File: src/rtl/rs485_pkg.sv
// Shared types and pin constants for the RS-485 lane bank.
package rs485_pkg;

  typedef enum logic [2:0] {
    DISABLED,
    IDLE,
    ARM,
    TURN_ON,
    TX,
    TURN_OFF,
    RELEASE
  } lane_state_t;

  // Board-safe tie-off levels and the idle-line (mark) level.
  localparam logic TIE_D   = 1'b0;
  localparam logic TIE_NRE = 1'b1;
  localparam logic TIE_DE  = 1'b0;
  localparam logic MARK    = 1'b1;

endpackage

File: src/rtl/rs485_lane.sv
// One half-duplex RS-485 lane: direction FSM, guard timer and rx synchroniser.
// Optional feature: RS485_ECHO_EN keeps the receiver on while driving and flags echo mismatches.
module rs485_lane
  import rs485_pkg::*;
#(
  parameter int GUARD_CYC   = 8,
  parameter int SYNC_STAGES = 2
) (
  input  logic clk,
  input  logic n_rst,
  input  logic ch_en,
  input  logic tx_req,
  input  logic tx_d,
  input  logic pin_r,
  output logic tx_gnt,
  output logic busy,
  output logic rx_q,
  output logic pin_d,
  output logic pin_nre,
  output logic pin_de
`ifdef RS485_ECHO_EN
  ,
  output logic collision
`endif
);

  localparam int CNT_W = (GUARD_CYC > 0) ? $clog2(GUARD_CYC + 1) : 1;

`ifdef RS485_ECHO_EN
  localparam logic DRV_NRE = 1'b0;
`else
  localparam logic DRV_NRE = 1'b1;
`endif

  lane_state_t      state, state_nx;
  logic [CNT_W-1:0] cnt;
  logic             guard_done;
  logic             drop_q;
  logic             d_nx, nre_nx, de_nx, gnt_nx, busy_nx;
  logic [SYNC_STAGES-2:0] sync_p;

  assign guard_done = (cnt == CNT_W'(GUARD_CYC - 1));

  always_comb begin
    state_nx = state;
    if (!ch_en) begin
      state_nx = DISABLED;
    end else begin
      case (state)
        DISABLED: state_nx = IDLE;
        IDLE:     if (tx_req) state_nx = ARM;
        ARM: begin
          if (GUARD_CYC == 0) state_nx = tx_req ? TX : RELEASE;
          else                state_nx = TURN_ON;
        end
        // A request withdrawn during arming still completes the turn-on guard.
        TURN_ON:  if (guard_done) state_nx = (tx_req && !drop_q) ? TX : TURN_OFF;
        TX:       if (!tx_req) state_nx = (GUARD_CYC == 0) ? RELEASE : TURN_OFF;
        TURN_OFF: if (guard_done) state_nx = RELEASE;
        RELEASE:  state_nx = IDLE;
        default:  state_nx = DISABLED;
      endcase
    end
  end

  always_ff @(posedge clk or negedge n_rst) begin
    if (!n_rst) begin
      state  <= DISABLED;
      cnt    <= '0;
      drop_q <= 1'b0;
    end else begin
      state  <= state_nx;
      cnt    <= (state_nx != state) ? '0 : cnt + CNT_W'(1);
      drop_q <= ((state == ARM) || (state == TURN_ON)) && (drop_q || !tx_req);
    end
  end

  // Pin levels follow the current state one edge later; ch_en=0 overrides immediately.
  always_comb begin
    d_nx    = TIE_D;
    nre_nx  = TIE_NRE;
    de_nx   = TIE_DE;
    gnt_nx  = 1'b0;
    busy_nx = 1'b0;
    if (ch_en) begin
      case (state)
        IDLE: begin
          nre_nx = 1'b0;
          d_nx   = MARK;
        end
        ARM, RELEASE: begin
          nre_nx  = 1'b1;
          d_nx    = MARK;
          busy_nx = 1'b1;
        end
        TURN_ON, TURN_OFF: begin
          nre_nx  = DRV_NRE;
          de_nx   = 1'b1;
          d_nx    = MARK;
          busy_nx = 1'b1;
        end
        TX: begin
          nre_nx  = DRV_NRE;
          de_nx   = 1'b1;
          gnt_nx  = 1'b1;
          d_nx    = tx_gnt ? tx_d : MARK;
          busy_nx = 1'b1;
        end
        default: ;
      endcase
    end
  end

  always_ff @(posedge clk or negedge n_rst) begin
    if (!n_rst) begin
      pin_d   <= TIE_D;
      pin_nre <= TIE_NRE;
      pin_de  <= TIE_DE;
      tx_gnt  <= 1'b0;
      busy    <= 1'b0;
    end else begin
      pin_d   <= d_nx;
      pin_nre <= nre_nx;
      pin_de  <= de_nx;
      tx_gnt  <= gnt_nx;
      busy    <= busy_nx;
    end
  end

  // rx_q is the final synchroniser stage, forced to idle while the receiver is off.
  always_ff @(posedge clk or negedge n_rst) begin
    if (!n_rst) begin
      sync_p <= '1;
      rx_q   <= 1'b1;
    end else begin
      sync_p[0] <= pin_r;
      for (int i = 1; i < SYNC_STAGES - 1; i++) sync_p[i] <= sync_p[i-1];
      rx_q <= nre_nx ? 1'b1 : sync_p[SYNC_STAGES-2];
    end
  end

`ifdef RS485_ECHO_EN
  localparam int AGE_W = $clog2(SYNC_STAGES + 1);

  logic [SYNC_STAGES-1:0] d_dly_p;
  logic [AGE_W-1:0]       age;

  // pin_d is delayed to line up with its echo through the synchroniser.
  always_ff @(posedge clk or negedge n_rst) begin
    if (!n_rst) begin
      d_dly_p   <= '1;
      age       <= '0;
      collision <= 1'b0;
    end else begin
      d_dly_p[0] <= pin_d;
      for (int i = 1; i < SYNC_STAGES; i++) d_dly_p[i] <= d_dly_p[i-1];
      if (!tx_gnt)                          age <= '0;
      else if (age != AGE_W'(SYNC_STAGES))  age <= age + AGE_W'(1);
      if ((state == DISABLED) && ch_en)
        collision <= 1'b0;
      else if (tx_gnt && (age == AGE_W'(SYNC_STAGES)) && (rx_q != d_dly_p[SYNC_STAGES-1]))
        collision <= 1'b1;
    end
  end
`endif

endmodule

File: src/rtl/rs485_lane_bank.sv
// Bank of N_CH independent RS-485 transceiver lanes between the HSI line drivers and the pins.
// Optional feature: RS485_ECHO_EN adds per-lane sticky echo-collision flags.
module rs485_lane_bank
  import rs485_pkg::*;
#(
  parameter int N_CH        = 22,
  parameter int GUARD_CYC   = 8,
  parameter int SYNC_STAGES = 2
) (
  input  logic            clk,
  input  logic            n_rst,
  input  logic [N_CH-1:0] ch_en,
  input  logic [N_CH-1:0] tx_req,
  input  logic [N_CH-1:0] tx_d,
  output logic [N_CH-1:0] tx_gnt,
  output logic [N_CH-1:0] busy,
  output logic [N_CH-1:0] rx_q,
  input  logic [N_CH-1:0] pin_r,
  output logic [N_CH-1:0] pin_d,
  output logic [N_CH-1:0] pin_nre,
  output logic [N_CH-1:0] pin_de
`ifdef RS485_ECHO_EN
  ,
  output logic [N_CH-1:0] collision
`endif
);

  for (genvar i = 0; i < N_CH; i++) begin : g_lane
    rs485_lane #(
      .GUARD_CYC   (GUARD_CYC),
      .SYNC_STAGES (SYNC_STAGES)
    ) u_lane (
      .clk       (clk),
      .n_rst     (n_rst),
      .ch_en     (ch_en[i]),
      .tx_req    (tx_req[i]),
      .tx_d      (tx_d[i]),
      .pin_r     (pin_r[i]),
      .tx_gnt    (tx_gnt[i]),
      .busy      (busy[i]),
      .rx_q      (rx_q[i]),
      .pin_d     (pin_d[i]),
      .pin_nre   (pin_nre[i]),
      .pin_de    (pin_de[i])
`ifdef RS485_ECHO_EN
      ,
      .collision (collision[i])
`endif
    );
  end

endmodule

File: config.mk
export PLATFORM = sky130hd
export DESIGN_NAME = rs485_lane_bank
export DESIGN_NICKNAME = d
export VERILOG_FILES = /design/src/rtl/rs485_pkg.sv /design/src/rtl/rs485_lane.sv /design/src/rtl/rs485_lane_bank.sv
export SDC_FILE = /design/constraint.sdc
export NUM_CORES = 1
export LEC_CHECK = 0
export BUFFER_PORTS_ARGS = -buffer_cell sky130_fd_sc_hd__buf_2
export CAP_MARGIN = 10
export CORE_MARGIN = 2
export CORE_UTILIZATION = 40
export CTS_CLUSTER_SIZE = 24
export DETAILED_ROUTE_END_ITERATION = 8
export REMOVE_ABC_BUFFERS = 1
export SETUP_SLACK_MARGIN = 0.15
export SYNTH_ARGS = -nofsm -noshare
export SYNTH_HDL_FRONTEND = slang
export SYNTH_SLANG_ARGS = --single-unit
export TNS_END_PERCENT = 5
File: constraint.sdc
create_clock -name clk -period 5.3 [get_ports clk]
set_input_delay 1.06 -clock clk [delete_from_list [all_inputs] [get_ports clk]]
set_output_delay 1.06 -clock clk [all_outputs]
set_load 0.02 [all_outputs]
==> metrics.yaml <==
clock_network:
  insertion_delay_ps: 550
  post_cts_resized: 0
  clkSinkCount: 330
  cts_setup_buffers: 0
  cts_tree: "done"
  cts_buffers: 40
  ctsRootBufferMaster: "clkbuf_16"
  cts_buffer_depth: 3
  holdBufCountCts: 0
  h-tree-depth: 2
  cts.clk_slew.worst_paths_ps: 60
worst_setup_path:
  critPathMaxStageDelay_ps: 550
  cp_cell_sequence: "buf_2"
  cp.arrival_ps: 1260
  critical_path_class: "flop to output pin"
  cp_max_fo: 1
  cpLargestDelayFamily: "flip-flops"
  startpoint_type: "flop"
  worstSetupEndpointType: "output pin"
  cp_data_required_time_ps: 4240
  slowest_stage: "dfstp_2"
  critPathBufInv: 1
hold_path:
  hold_class: "flop to flop"
sta:
  finalClockSkew_ps: 16.32
  period_share_pct: 43.70
  timing.hold.ws_ps: 456.1
  final_max_slew_viol_count: 0
  tightest_slew_ps: 734.3
  finalHoldViolCount: 0
  tns_ps: 0
  fmax_ghz: 0.4318
  relSlewSlack_pct: 51.05
  grt_setup_unrepaired: "no"
  layout_min_cycle_time_ps: 2316
  setup_violations: 0
  fin_ws_ps: 2984
cells_and_area:
  area_growth_pct: 10.76
  drive_above_1_share_pct: 24.46
  final_util_pct: 45.02
  fillers: 3902
  finalNetCount: 1830
synthesis:
  yosysUniqueCellTypes: 61
  synth_common_cells: "dfrtp_1 (264), nor2_1 (173), buf_4 (134)"
  synth-edff-count: 0
  synth-seq-cells: 330
  ys.flop_type: "dfrtp_1"
  synthArstFlopShare_pct: 100.0
  yosysTopAreaCell: "dfrtp_1"
  synth_top_area_share_pct: 39.63
  yosys_warnings: 0
  synth.top_cells.by_area: "dfrtp_1 (40%), dfstp_2 (10%), buf_4 (6.0%), nor2_1 (3.9%), a21oi_1 (2.6%)"
  ys_seq_area_share_pct: 50.03
  avgSynthCellArea_um2: 10.05
  syn_area_um2: 16670
  synth.most_common_cell: "dfrtp_1"
  syn_inst: 1659
route:
  num_vias: 11730
  dr.pass1.iters: 5
  routed_via_density: 5.139
  drt_iter0_drc: 714
  drc_errors: 0
  wl_per_cell_um: 14.42
  ant_nets: 0
  wl_mm: 32.93
placement:
  gp_congestion: 0.8389
  io_buffers: 221
  hpwl_mm: 22.25
  dp_slack_ps: 2770
global_routing:
  grt_max_degree: 95
  grt_use_total_pct: 15.17
  grt_pass1_vias: 11260
  grt_pass1_wl_mm: 55.55
  antenna_found_initial: 4
  grt_remaining_overflow: 0
die:
  die-area_um2: 43320
  row_count: 74
  dieWidth_um: 208.1
  io_pins: 222
  coreArea_um2: 41020
  dieHeight_um: 208.1
  initial_core_util_pct: 40.64
run:
  cap_violations: 0
power:
  ir_drop_uv: 210.8
  power.leakage_nw: 8.233
  power_density_nw_per_um2: 345.3
status:
  status: "finished, final reports clean"
-- per-layer routing --
metal	vias up	routed length (µm)	track usage [%]
li1	5773	-	-
met1	5630	15450	20.71
met2	258	14920	23.69
met3	65	1674	3.411
met4	6	842	5.532
met5	-	36	0
-- power breakdown --
part / internal, W / switching [W]
registers: 0.00270 / 0.000163
clock network: 0.00173 / 0.00109
logic: 0.000288 / 0.000404
-- through the flow --
stage | power, W | instances | cell area [µm²]
final | 0.006375 | 2283 | 18460
after global routing | 0.006701 | 2283 | 18460
after CTS | 0.006505 | 2282 | 18460
after detailed placement | 0.003604 | 2208 | 17090
after global placement | 0.003588 | 2208 | 17090
after floorplan | 0.003331 | 1451 | 15260
-- registers in the layout, indices dropped and copies added, names as in the netlist --
name and flops:
g_lane.u_lane.cnt 88, g_lane.u_lane.state 66, g_lane.u_lane.busy 22, g_lane.u_lane.drop_q 22
g_lane.u_lane.pin_d 22, g_lane.u_lane.pin_de 22, g_lane.u_lane.pin_nre 22, g_lane.u_lane.rx_q 22
g_lane.u_lane.sync_p 22, g_lane.u_lane.tx_gnt 22
-- area by class of cell --
cell class                      instances  area [µm²]  area share (%)
Antenna cell                            1       2.502         0.01355
Clock buffer                           57        1166           6.316
Clock inverter                         17       202.7           1.098
Inverter                               68       255.2           1.382
Multi-Input combinational cell       1053        6660           36.07
Sequential cell                       330        8341           45.17
Tap cell                              532       665.6           3.605
Timing Repair Buffer                  225        1171           6.343
-- path summary, 6_finish.rpt --
kind                                                from                    endpoint  slack, ps  cells past startpoint
worst max-delay path              g_lane[17].u_lane.rx_q                    rx_q[17]       2980                      1
max in group asynchronous                          n_rst      g_lane[16].u_lane.rx_q       3690                      2
worst max register to register   g_lane[5].u_lane.cnt[0]     g_lane[5].u_lane.cnt[1]       3040                      6
min in group asynchronous                          n_rst  g_lane[19].u_lane.state[1]        500                      1
worst min-delay path            g_lane[21].u_lane.cnt[0]    g_lane[21].u_lane.cnt[0]        460                      1
worst min register to register  g_lane[21].u_lane.cnt[0]    g_lane[21].u_lane.cnt[0]        460                      1
-- layout by cell type, fill, tap and decap left out, types with 38 or more instances in the layout --
cell       synthesis  routed
clkbuf_16          0      41
nand3_1           73      73
buf_2              8     220
dfstp_2           66      66
nand2_1          106     106
dfrtp_1          264     264
nand2b_1          62      62
nor2b_1           38      38
nor2_1           173     173
inv_1             68      68
o21ai_0           49      49
a21oi_1           88      88
-- cell families (layout without fill, tap and decap cells) --
logic type               count (synthesis)  after routing  share of synthesized area, %
AND/OR/NAND/NOR                        657            657                         21.27
flip-flops                             330            330                         50.03
AO/OA/AOI/OAI                          290            290                         12.44
buffers and inverters                  276            367                         10.01
XOR/XNOR                                61             61                         3.205
adder cells (fa/ha/maj)                 38             38                         2.612
multiplexers                             7              7                        0.4278
other                                    0              1                             0
Note: power is estimated with default switching activity, not from simulation.
